===== src/rtl/megasys1_loader_pkg.sv =====
// Shared types for the Mega System 1 ROM loader: the queued SDRAM word,
// the issue FSM states and the byte-enable encodings.
package megasys1_loader_pkg;

    typedef struct packed {
        logic [23:0] addr;
        logic [15:0] data;
        logic [1:0]  be;
    } rom_word_t;

    typedef enum logic [1:0] {IDLE, ISSUE, WAIT} state_t;

    localparam logic [1:0] BE_BOTH = 2'b11;
    localparam logic [1:0] BE_HI   = 2'b10;
    localparam logic [1:0] BE_LO   = 2'b01;

endpackage


===== src/rtl/megasys1_rom_loader_fifo.sv =====
// Small synchronous word FIFO between the byte packer and the SDRAM issuer.
// A push into a full FIFO is accepted only when a pop happens in the same cycle.
module loader_fifo
    import megasys1_loader_pkg::*;
#(
    parameter int DEPTH = 4
) (
    input  logic      clk_i,
    input  logic      rst_i,
    input  logic      push_i,
    input  rom_word_t din_i,
    input  logic      pop_i,
    output rom_word_t dout_o,
    output logic      full_o,
    output logic      empty_o
);
    localparam int AW = $clog2(DEPTH);

    rom_word_t   mem_q [DEPTH];
    logic [AW:0] wr_ptr_q;
    logic [AW:0] rd_ptr_q;
    logic        do_push;
    logic        do_pop;

    // Pointers carry one extra wrap bit to tell full from empty.
    assign empty_o = (wr_ptr_q == rd_ptr_q);
    assign full_o  = (wr_ptr_q[AW-1:0] == rd_ptr_q[AW-1:0]) && (wr_ptr_q[AW] != rd_ptr_q[AW]);
    assign do_pop  = pop_i && !empty_o;
    assign do_push = push_i && (!full_o || do_pop);
    assign dout_o  = mem_q[rd_ptr_q[AW-1:0]];

    always_ff @(posedge clk_i) begin
        if (rst_i) begin
            wr_ptr_q <= '0;
            rd_ptr_q <= '0;
        end else begin
            if (do_push) wr_ptr_q <= wr_ptr_q + (AW+1)'(1);
            if (do_pop)  rd_ptr_q <= rd_ptr_q + (AW+1)'(1);
        end
    end

    always_ff @(posedge clk_i) begin
        if (do_push) mem_q[wr_ptr_q[AW-1:0]] <= din_i;
    end

endmodule


===== src/rtl/megasys1_rom_loader.sv =====
// Packs the ioctl byte stream into big-endian 16-bit words and writes them to
// SDRAM one at a time over a toggle req/ack handshake.
module megasys1_rom_loader
    import megasys1_loader_pkg::*;
#(
    parameter logic [7:0]  ROM_INDEX  = 8'd0,
    parameter logic [23:0] BASE_WORD  = 24'h000000,
    parameter int          FIFO_DEPTH = 4
) (
    input  logic        clk_sys,
    input  logic        reset,
    input  logic        ioctl_download,
    input  logic [7:0]  ioctl_index,
    input  logic        ioctl_wr,
    input  logic [24:0] ioctl_addr,
    input  logic [7:0]  ioctl_dout,
    output logic        sdram_req,
    input  logic        sdram_ack,
    output logic [23:0] sdram_addr,
    output logic [15:0] sdram_din,
    output logic [1:0]  sdram_be,
    output logic        loader_busy,
    output logic        rom_loaded,
    output logic        overflow
);
    logic        pend_vld_q, pend_vld_d;
    logic [7:0]  pend_data_q, pend_data_d;
    logic [23:0] pend_addr_q, pend_addr_d;
    logic        push_vld_q, push_vld_d;
    rom_word_t   push_word_q, push_word_d;
    logic        skid_vld_q, skid_vld_d;
    rom_word_t   skid_word_q, skid_word_d;

    state_t      state_q;
    logic        req_q;
    logic [23:0] addr_q;
    logic [15:0] din_q;
    logic [1:0]  be_q;
    logic        dl_q;
    logic        loaded_q;
    logic        ovf_q;

    logic        accept;
    logic [23:0] byte_waddr;
    rom_word_t   pend_word;
    rom_word_t   fifo_dout;
    logic        fifo_full;
    logic        fifo_empty;
    logic        fifo_pop;
    logic        dl_rise;
    logic        busy;

    function automatic rom_word_t mk_word(input logic [23:0] waddr,
                                          input logic [15:0] data,
                                          input logic [1:0]  be);
        rom_word_t w;
        w.addr = BASE_WORD + waddr;
        w.data = data;
        w.be   = be;
        return w;
    endfunction

    // A byte arriving while the skid register is occupied cannot happen given
    // the guaranteed ioctl_wr spacing, so accept is simply gated off.
    assign accept     = ioctl_wr && ioctl_download && (ioctl_index == ROM_INDEX) && !skid_vld_q;
    assign byte_waddr = ioctl_addr[24:1];
    assign pend_word  = mk_word(pend_addr_q, {pend_data_q, 8'h00}, BE_HI);

    always_comb begin
        pend_vld_d  = pend_vld_q;
        pend_data_d = pend_data_q;
        pend_addr_d = pend_addr_q;
        push_vld_d  = 1'b0;
        push_word_d = push_word_q;
        skid_vld_d  = skid_vld_q;
        skid_word_d = skid_word_q;
        if (skid_vld_q) begin
            push_vld_d  = 1'b1;
            push_word_d = skid_word_q;
            skid_vld_d  = 1'b0;
        end else if (accept) begin
            if (!ioctl_addr[0]) begin
                if (pend_vld_q) begin
                    push_vld_d  = 1'b1;
                    push_word_d = pend_word;
                end
                pend_vld_d  = 1'b1;
                pend_data_d = ioctl_dout;
                pend_addr_d = byte_waddr;
            end else if (pend_vld_q && (pend_addr_q == byte_waddr)) begin
                push_vld_d  = 1'b1;
                push_word_d = mk_word(byte_waddr, {pend_data_q, ioctl_dout}, BE_BOTH);
                pend_vld_d  = 1'b0;
            end else if (pend_vld_q) begin
                push_vld_d  = 1'b1;
                push_word_d = pend_word;
                skid_vld_d  = 1'b1;
                skid_word_d = mk_word(byte_waddr, {8'h00, ioctl_dout}, BE_LO);
                pend_vld_d  = 1'b0;
            end else begin
                push_vld_d  = 1'b1;
                push_word_d = mk_word(byte_waddr, {8'h00, ioctl_dout}, BE_LO);
            end
        end else if (!ioctl_download && pend_vld_q) begin
            // Download finished on an even byte: flush it as a high-byte write.
            push_vld_d  = 1'b1;
            push_word_d = pend_word;
            pend_vld_d  = 1'b0;
        end
    end

    always_ff @(posedge clk_sys) begin
        if (reset) begin
            pend_vld_q  <= 1'b0;
            pend_data_q <= '0;
            pend_addr_q <= '0;
            push_vld_q  <= 1'b0;
            push_word_q <= '0;
            skid_vld_q  <= 1'b0;
            skid_word_q <= '0;
        end else begin
            pend_vld_q  <= pend_vld_d;
            pend_data_q <= pend_data_d;
            pend_addr_q <= pend_addr_d;
            push_vld_q  <= push_vld_d;
            push_word_q <= push_word_d;
            skid_vld_q  <= skid_vld_d;
            skid_word_q <= skid_word_d;
        end
    end

    loader_fifo #(.DEPTH(FIFO_DEPTH)) u_fifo (
        .clk_i   (clk_sys),
        .rst_i   (reset),
        .push_i  (push_vld_q),
        .din_i   (push_word_q),
        .pop_i   (fifo_pop),
        .dout_o  (fifo_dout),
        .full_o  (fifo_full),
        .empty_o (fifo_empty)
    );

    assign fifo_pop = (state_q == IDLE) && !fifo_empty;

    always_ff @(posedge clk_sys) begin
        if (reset) begin
            state_q <= IDLE;
            req_q   <= 1'b0;
            addr_q  <= '0;
            din_q   <= '0;
            be_q    <= '0;
        end else begin
            case (state_q)
                IDLE: begin
                    if (!fifo_empty) begin
                        addr_q  <= fifo_dout.addr;
                        din_q   <= fifo_dout.data;
                        be_q    <= fifo_dout.be;
                        state_q <= ISSUE;
                    end
                end
                ISSUE: begin
                    req_q   <= ~req_q;
                    state_q <= WAIT;
                end
                WAIT: begin
                    if (sdram_ack == req_q) state_q <= IDLE;
                end
                default: state_q <= IDLE;
            endcase
        end
    end

    assign dl_rise = ioctl_download && !dl_q;
    // The push register counts as busy so a word in flight to the FIFO is never missed.
    assign busy    = !fifo_empty || pend_vld_q || skid_vld_q || push_vld_q || (state_q != IDLE);

    always_ff @(posedge clk_sys) begin
        if (reset) begin
            dl_q     <= 1'b0;
            loaded_q <= 1'b0;
            ovf_q    <= 1'b0;
        end else begin
            dl_q <= ioctl_download;
            if (dl_rise)
                loaded_q <= 1'b0;
            else if (!ioctl_download && !busy)
                loaded_q <= 1'b1;
            if (push_vld_q && fifo_full && !fifo_pop)
                ovf_q <= 1'b1;
            else if (dl_rise)
                ovf_q <= 1'b0;
        end
    end

    assign sdram_req   = req_q;
    assign sdram_addr  = addr_q;
    assign sdram_din   = din_q;
    assign sdram_be    = be_q;
    assign loader_busy = busy;
    assign rom_loaded  = loaded_q;
    assign overflow    = ovf_q;

endmodule


===== config.mk =====
export PLATFORM = sky130hd
export DESIGN_NAME = megasys1_rom_loader
export DESIGN_NICKNAME = d
export VERILOG_FILES = /design/src/rtl/megasys1_loader_pkg.sv /design/src/rtl/megasys1_rom_loader_fifo.sv /design/src/rtl/megasys1_rom_loader.sv
export SDC_FILE = /design/constraint.sdc
export NUM_CORES = 1
export LEC_CHECK = 0
export ABC_AREA = 1
export CORE_MARGIN = 5
export CORE_UTILIZATION = 50
export DETAILED_ROUTE_END_ITERATION = 10
export PLACE_DENSITY_LB_ADDON = 0.12
export SYNTH_ARGS = -nofsm -noshare
export SYNTH_HDL_FRONTEND = slang
export SYNTH_SLANG_ARGS = --single-unit

===== constraint.sdc =====
create_clock -name clk_sys -period 4.2 [get_ports clk_sys]
set_input_delay 0.42 -clock clk_sys [delete_from_list [all_inputs] [get_ports clk_sys]]
set_output_delay 0.42 -clock clk_sys [all_outputs]
set_load 0.02 [all_outputs]

# == Yosys cells after proc, flatten, opt, wreduce, memory -nomap -nowiden ==
# Memory sizes are Yosys's and may differ from the RTL's. A register that Yosys moved wholly into a read port is not among the register bits.
# Cells that the tools add are included.
# totals
regBits,122
latchBits,0
mem_bits_rw,168
romBits,0
input_bits,46
output_inout_bits,46
elab_cells,98
mem_count,1
# op_classes
add_sub_neg,2
mul,0
div_mod_pow,0
magnitude_cmp,0
n_eq_ne,10
n_shift,0
muxes,22
n_bitwise,6
reduce_logical,39
# memory_table
memory,words,width,read_ports,rd_ports_with_merged_regs,write_ports,line,text
u_fifo.mem_q,4,42,1,1,1,megasys1_rom_loader_fifo.sv:19,rom_word_t mem_q [DEPTH];
# op_table
op,count
$mux 42,7
$eq 24x24->1,1
$logic_and 1x1->1,13
$mux 1,12
$logic_not 8->1,1
$reduce_and 2->1,4
$logic_not 1->1,7
$add 3x1->3 const B,2
$not 1->1,6
$pmux 2 s3,1
$reduce_bool 2->1,3
$logic_or 1x1->1,5
$reduce_and 5->1,1
$reduce_or 5->1,1
$mux 2,2
$ne 2x2->1 const B,2
$ne 4x4->1 const B,1
$eq 3x3->1,1
$reduce_and 3->1,1
$reduce_bool 3->1,1
$eq 2x1->1 const B,1
$eq 2x2->1,1
$eq 2x2->1 const B,1
$logic_not 2->1,1
other kinds (3),3

# == Longest topological paths before layout ==
# depth
ltp_word,8
mapped_depth,12
depth_no_buf,11

# == By module ==
# A second synthesis with hierarchy kept.
# hier_totals
cells_unflattened,1662
area_unflattened_um2,14107.3
# modules_own_cells
module,instances,cells_each,area_each_um2,seq_area_each_um2
megasys1_rom_loader,1,1190,7454.6,3163.0
loader_fifo,1,472,6652.6,5205.0

# == Least setup slack after synthesis ==
# Ideal clock, no wire load.
# synth_timing
path_kind,register to register
startpoint,register u_fifo.rd_ptr_q[1]
endpoint,memory u_fifo.mem_q[3][0] in the netlist's numbering (enable)
setup_time_ps,443
arrival_ps,2669
t_required_ps,3757
path_slack_ps,1089
path_stages_with_launch,7
path_buffers,1
period_less_slack_ps,3111
cell_sequence,dfxtp_1 buf_2 inv_2 nand2_1 nand4_1 nand2_1 nor2_1
# synth_between
elab_chain_cells,8
word_cells_on_any_way,11
cone_classes,2 x eq/ne; 2 x mux; 7 x reduce/logical
# synth_rtl
item,line,text
from (decl),megasys1_rom_loader_fifo.sv:21,logic [AW:0] rd_ptr_q;
from (signal assigned),megasys1_rom_loader_fifo.sv:38,if (do_pop) rd_ptr_q <= rd_ptr_q + (AW+1)'(1);
$eq 3x3->1,megasys1_rom_loader_fifo.sv:26,assign empty_o = (wr_ptr_q == rd_ptr_q);
$logic_not 1->1,"megasys1_rom_loader_fifo.sv:28, megasys1_rom_loader.sv:143",
$logic_and 1x1->1,megasys1_rom_loader.sv:143,assign fifo_pop = (state_q == IDLE) && !fifo_empty;
$logic_and 1x1->1,megasys1_rom_loader_fifo.sv:28,assign do_pop = pop_i && !empty_o;
$logic_or 1x1->1 (*),megasys1_rom_loader_fifo.sv:29,assign do_push = push_i && (!full_o || do_pop);
$logic_and 1x1->1 (*),megasys1_rom_loader_fifo.sv:29,
$mux 1 (*),megasys1_rom_loader_fifo.sv:43,if (do_push) mem_q[wr_ptr_q[AW-1:0]] <= din_i;
$mux 1 (implied by the code) (*),megasys1_rom_loader_fifo.sv:43,
to (decl),megasys1_rom_loader_fifo.sv:19,
# Mark *: on every way between the ends. The rest lies on a longest branch, timed or not.

# == Worst setup path in the final report ==
# layout_timing
startpoint,register pend_vld_q
endpoint,output port loader_busy
# layout_between
elab_chain_cells,4
# layout_rtl
item,line,text
from (decl),megasys1_rom_loader.sv:26,"logic pend_vld_q, pend_vld_d;"
from (signal assigned),megasys1_rom_loader.sv:122,pend_vld_q <= pend_vld_d;
$logic_or 1x1->1 (4 in a row),megasys1_rom_loader.sv:176,assign busy = !fifo_empty || pend_vld_q || skid_vld_q || push_vld_q || (state_q != IDLE);
to (decl),megasys1_rom_loader.sv:22,"output logic loader_busy,"
# Every way passes these cells.

==> results.txt <==
- The worst setup path is captured at an output port.
- In this run the clock root is driven by a sky130_fd_sc_hd__clkbuf_16.
- Die W: 179 um
- Fraction of the yosys area taken by sequential cells: 58.2%
- Crit share post-route: 67.0%
* Max Clock Skew: roughly 0.013 ns
* Initial Utilization: 50.2%
- Worst slack at placement: 1.18 ns
- Most common library cell in the layout ignoring fill and taps: sky130_fd_sc_hd__nand2_1
- Die ar.: 32100 um2
* Post-CTS Setup Bufs: 0
* Leakage: a little under 7 nW
* Number of setup violations in the final report: 0
* DRT Pass-1 Iters: 5
- For this run, asynchronously set or reset flops after synthesis account for 0%.
* Global placer's final weighted congestion: 0.755
* Fin worst setup slack: between 1 and 1.5 ns
- VDD sags by at most 0.334 mV.
- IO buf count: 91
- Routed WL: about 33000 um
- TritonCTS built the clock tree.
* Leading register cell type out of synthesis: sky130_fd_sc_hd__edfxtp_1
- TritonCTS Buffers: 36
- The worst path in the final design needs a cycle of 2.81 ns, including I/O delays and setup.
* Fin area: 16600 um2
* Num rows: 62
- ANT cells: 0
- In the final layout, the multi-input gates occupy slightly below 5000 um2.
- Summed over all layers, the global routing overflow is 0.
- Combined area of all synthesized cells: 14300 um2
* Routed length per instance: 15.4 um
- Min-Delay Startpoint: skid_word_q[0]$_SDFFE_PP0P_
- The largest individual stage delay along the critical path comes from the cell sky130_fd_sc_hd__clkdlybuf4s50_1.
- In this design, the stage delay of the slowest critical-path cell is 0.63 ns.
- FF+latch count, synth: 332
- Compound-gate portion of the synthesized area: between 10% and 20%
- In this run the standard cell core region covers 28500 um2.
- RSZ-0062 raised after global routing: no
- Clk Latency, worst-skew pair: 0.50 ns
- After clock tree synthesis, the clock-pin slew on the worst setup and hold paths is 0.06 ns.
- Hold Path Class: reg -> reg
* Simple-gate share of the synthesized area: 20.5%
- In the synthesized netlist, the number of instances is 1702.
- Max Slew Vio Count: 0
- The die is around 180 um tall.
- Combinational family with the most area after synthesis: simple AND/OR/NAND/NOR gates
* Via count: roughly 11000
- I/O pin total: between 90 and 100
- Sinks on the clock net: around 330
* XOR/XNOR share of the synthesized area: less than 1%
* Max-cap violations: 0
- In the routed layout, each cell is associated on average with a via count of 5.04.
- For this run, design rule violations remaining after detail routing come to 0.
* Quantity of gates resized following cts: 0
- Setup TNS Final: 0 ns
- Synth unique cells: 32
* Estimated wirelength of the detail-placed design: between 15000 and 20000 um
- Yosys printed 0 warnings.
- In this run, post-CTS hold repair placed 0 buffers.
- The H-tree was split into 2 levels.
- For this design the ratio of total power to cell area is 530 nW/um2.
- Averaged over all synthesized cells, the footprint is 8.40 um2.
* Final-stage net count: about 1800
* EDFF count, synth: 168
- Post-route worst hold slack: ~0.46 ns
- The clock passes through at most 3 buffers.
- In the final layout, the share of cells above drive strength 1 is 5.56%.
- Final Hold Fails: 0
- Maximum number of pins on one net before global-route repair: slightly below 100
- Area used by sequential logic in the layout: 8330 um2
- Counting both buffers and inverters, the worst setup path holds a total of 2.
- Slew at the pin closest to its max-slew limit: 1.11 ns
* First-pass GRT wire length: 53600 um
- After filler insertion, the fill cell instance count of the layout stands at ~2600.
- The signal on the critical path passes through buf_4 > nor4_1 > nand2_1 > clkdlybuf4s50_1.
* Startpoint-to-endpoint class of the critical path: reg -> out
* Startpoint Class: register
- Post-placement cell area: 15400 um2
- The synthesized netlist devotes 0.437% of its cell area to adder and majority cells.
- In the global route stage, overall resource usage came out at about a fifth.
* Worst setup path startpoint: pend_vld_q$_SDFFE_PP0P_
* Gate family responsible for the most delay along the worst path: buffers and inverters
- The via count of the first global-routing pass came to 10200.
* Launch point of the worst reg-to-reg path: state_q[0]$_SDFFE_PP0P_
- Commonest cells after routing, fill and taps aside: sky130_fd_sc_hd__nand2_1, sky130_fd_sc_hd__nor2_1, sky130_fd_sc_hd__o21ai_0
- Area growth from synthesis to layout: 15.9%
- Detailed Route Iter0 Violations: 747
- CP Max Fanout: between 40 and 50
- Arr. time, crit path: 2.39 ns
* Fraction of synthesized area in multiplexers: 0%
- Static timing analysis puts the maximum clock frequency at 0.355 GHz.
- Post-route antenna net violation count: 0
- The number of antenna violations at the first check in global routing was 0.
- Status: complete, no violations
- The worst pin sits at a relative slew slack of 26.1%.
- Endpoint required time on the critical path: about 3.8 ns
* Synth Net Count: around 1800
==> Yosys cell counts (4+ instances only) <==
cell type / number / share of area [%]
sky130_fd_sc_hd__ha_1: 5 / 0.44
sky130_fd_sc_hd__o21ai_0: 202 / 7.1
sky130_fd_sc_hd__clkbuf_1: 50 / 1.3
sky130_fd_sc_hd__nand2_1: 357 / 9.4
sky130_fd_sc_hd__buf_1: 12 / 0.31
sky130_fd_sc_hd__dfxtp_1: 164 / 23
sky130_fd_sc_hd__nand3_1: 21 / 0.73
sky130_fd_sc_hd__nor2_1: 349 / 9.2
sky130_fd_sc_hd__a211oi_1: 21 / 1.1
sky130_fd_sc_hd__buf_2: 16 / 0.56
sky130_fd_sc_hd__edfxtp_1: 168 / 35
sky130_fd_sc_hd__buf_4: 10 / 0.52
sky130_fd_sc_hd__inv_1: 173 / 4.5
sky130_fd_sc_hd__a31oi_1: 42 / 1.8
sky130_fd_sc_hd__o21ai_1: 8 / 0.28
sky130_fd_sc_hd__a21oi_1: 63 / 2.2
sky130_fd_sc_hd__buf_6: 9 / 0.71
sky130_fd_sc_hd__nand4_1: 4 / 0.17
sky130_fd_sc_hd__inv_2: 9 / 0.24
==> routing by layer <==
metal	share of wire [%]	track usage, %	routed length, um
met1	49	30.8	16300
met2	44	33.0	14800
met3	4.7	2.89	1570
met4	1.6	4.63	544
met5	0	0	0
==> area by class of cell <==
class                      count  share of cell area, %
sequential                   332                   50.2
multi-input combinational   1091                   29.2
clock buffer                  51                   6.38
timing repair buffer         110                   6.32
inverter                     182                   4.13
tap                          384                   2.90
clock inverter                13                  0.860
==> flip-flops by register name, indices dropped and copies added (netlist names) <==
| signal | count |
|---|---|
| push_word_q | 42 |
| sdram_addr | 24 |
| push_vld_q | 1 |
| skid_word_q | 33 |
| pend_data_q | 8 |
| skid_vld_q | 1 |
| rom_loaded | 1 |
| u_fifo.wr_ptr_q | 3 |
| pend_addr_q | 24 |
| pend_vld_q | 1 |
| sdram_be | 2 |
| state_q | 2 |
| sdram_req | 1 |
| u_fifo.rd_ptr_q | 3 |
| u_fifo.mem_q | 168 |
| overflow | 1 |
| sdram_din | 16 |
| dl_q | 1 |
==> worst reg2reg max path: cells and delay by family, from the launching register on <==
family	cells	cell delay, ns
simple gates	5	1.10
buf+inv	3	0.70
flops	1	0.35
==> logic make-up (layout without fill, tap and decap cells) <==
family | Yosys count | count (layout)
xor gates and xnor gates | 3 | 3
and+or+nand+nor | 747 | 747
buffers and inverters | 279 | 356
AOI/OAI and AO/OA | 336 | 336
adders and majority gates | 5 | 5
DFF | 332 | 332
==> metrics by stage <==
step / cells / total power [mW] / util [%]
after floorplan: 1702 / 4.97 / -
after global placement: 2099 / 5.70 / 54.0
after detailed placement: 2099 / 5.72 / 54.0
after CTS: 2163 / 8.89 / 58.2
after global routing: 2163 / 9.23 / 58.2
final: 2163 / 8.78 / 58.2
==> power by group <==
part           internal (mW)  total (mW)  switching [mW]  leakage (nW)
sequential              3.60        3.73           0.133          2.98
combinational          0.705        1.90            1.19          3.23
clock                   1.94        3.16            1.22         0.581
total                   6.24        8.78            2.54          6.79
==> worst paths after layout <==
kind,endpoint,slack [ns],depth (start not counted)
min,skid_word_q[0]$_SDFFE_PP0P_,0.46,2
max,loader_busy,1.39,4
max reg2reg,u_fifo.mem_q[0][33]$_DFFE_PP_,1.68,8
min reg2reg,skid_word_q[0]$_SDFFE_PP0P_,0.46,2
Note: power is estimated with default switching activity, not from simulation.
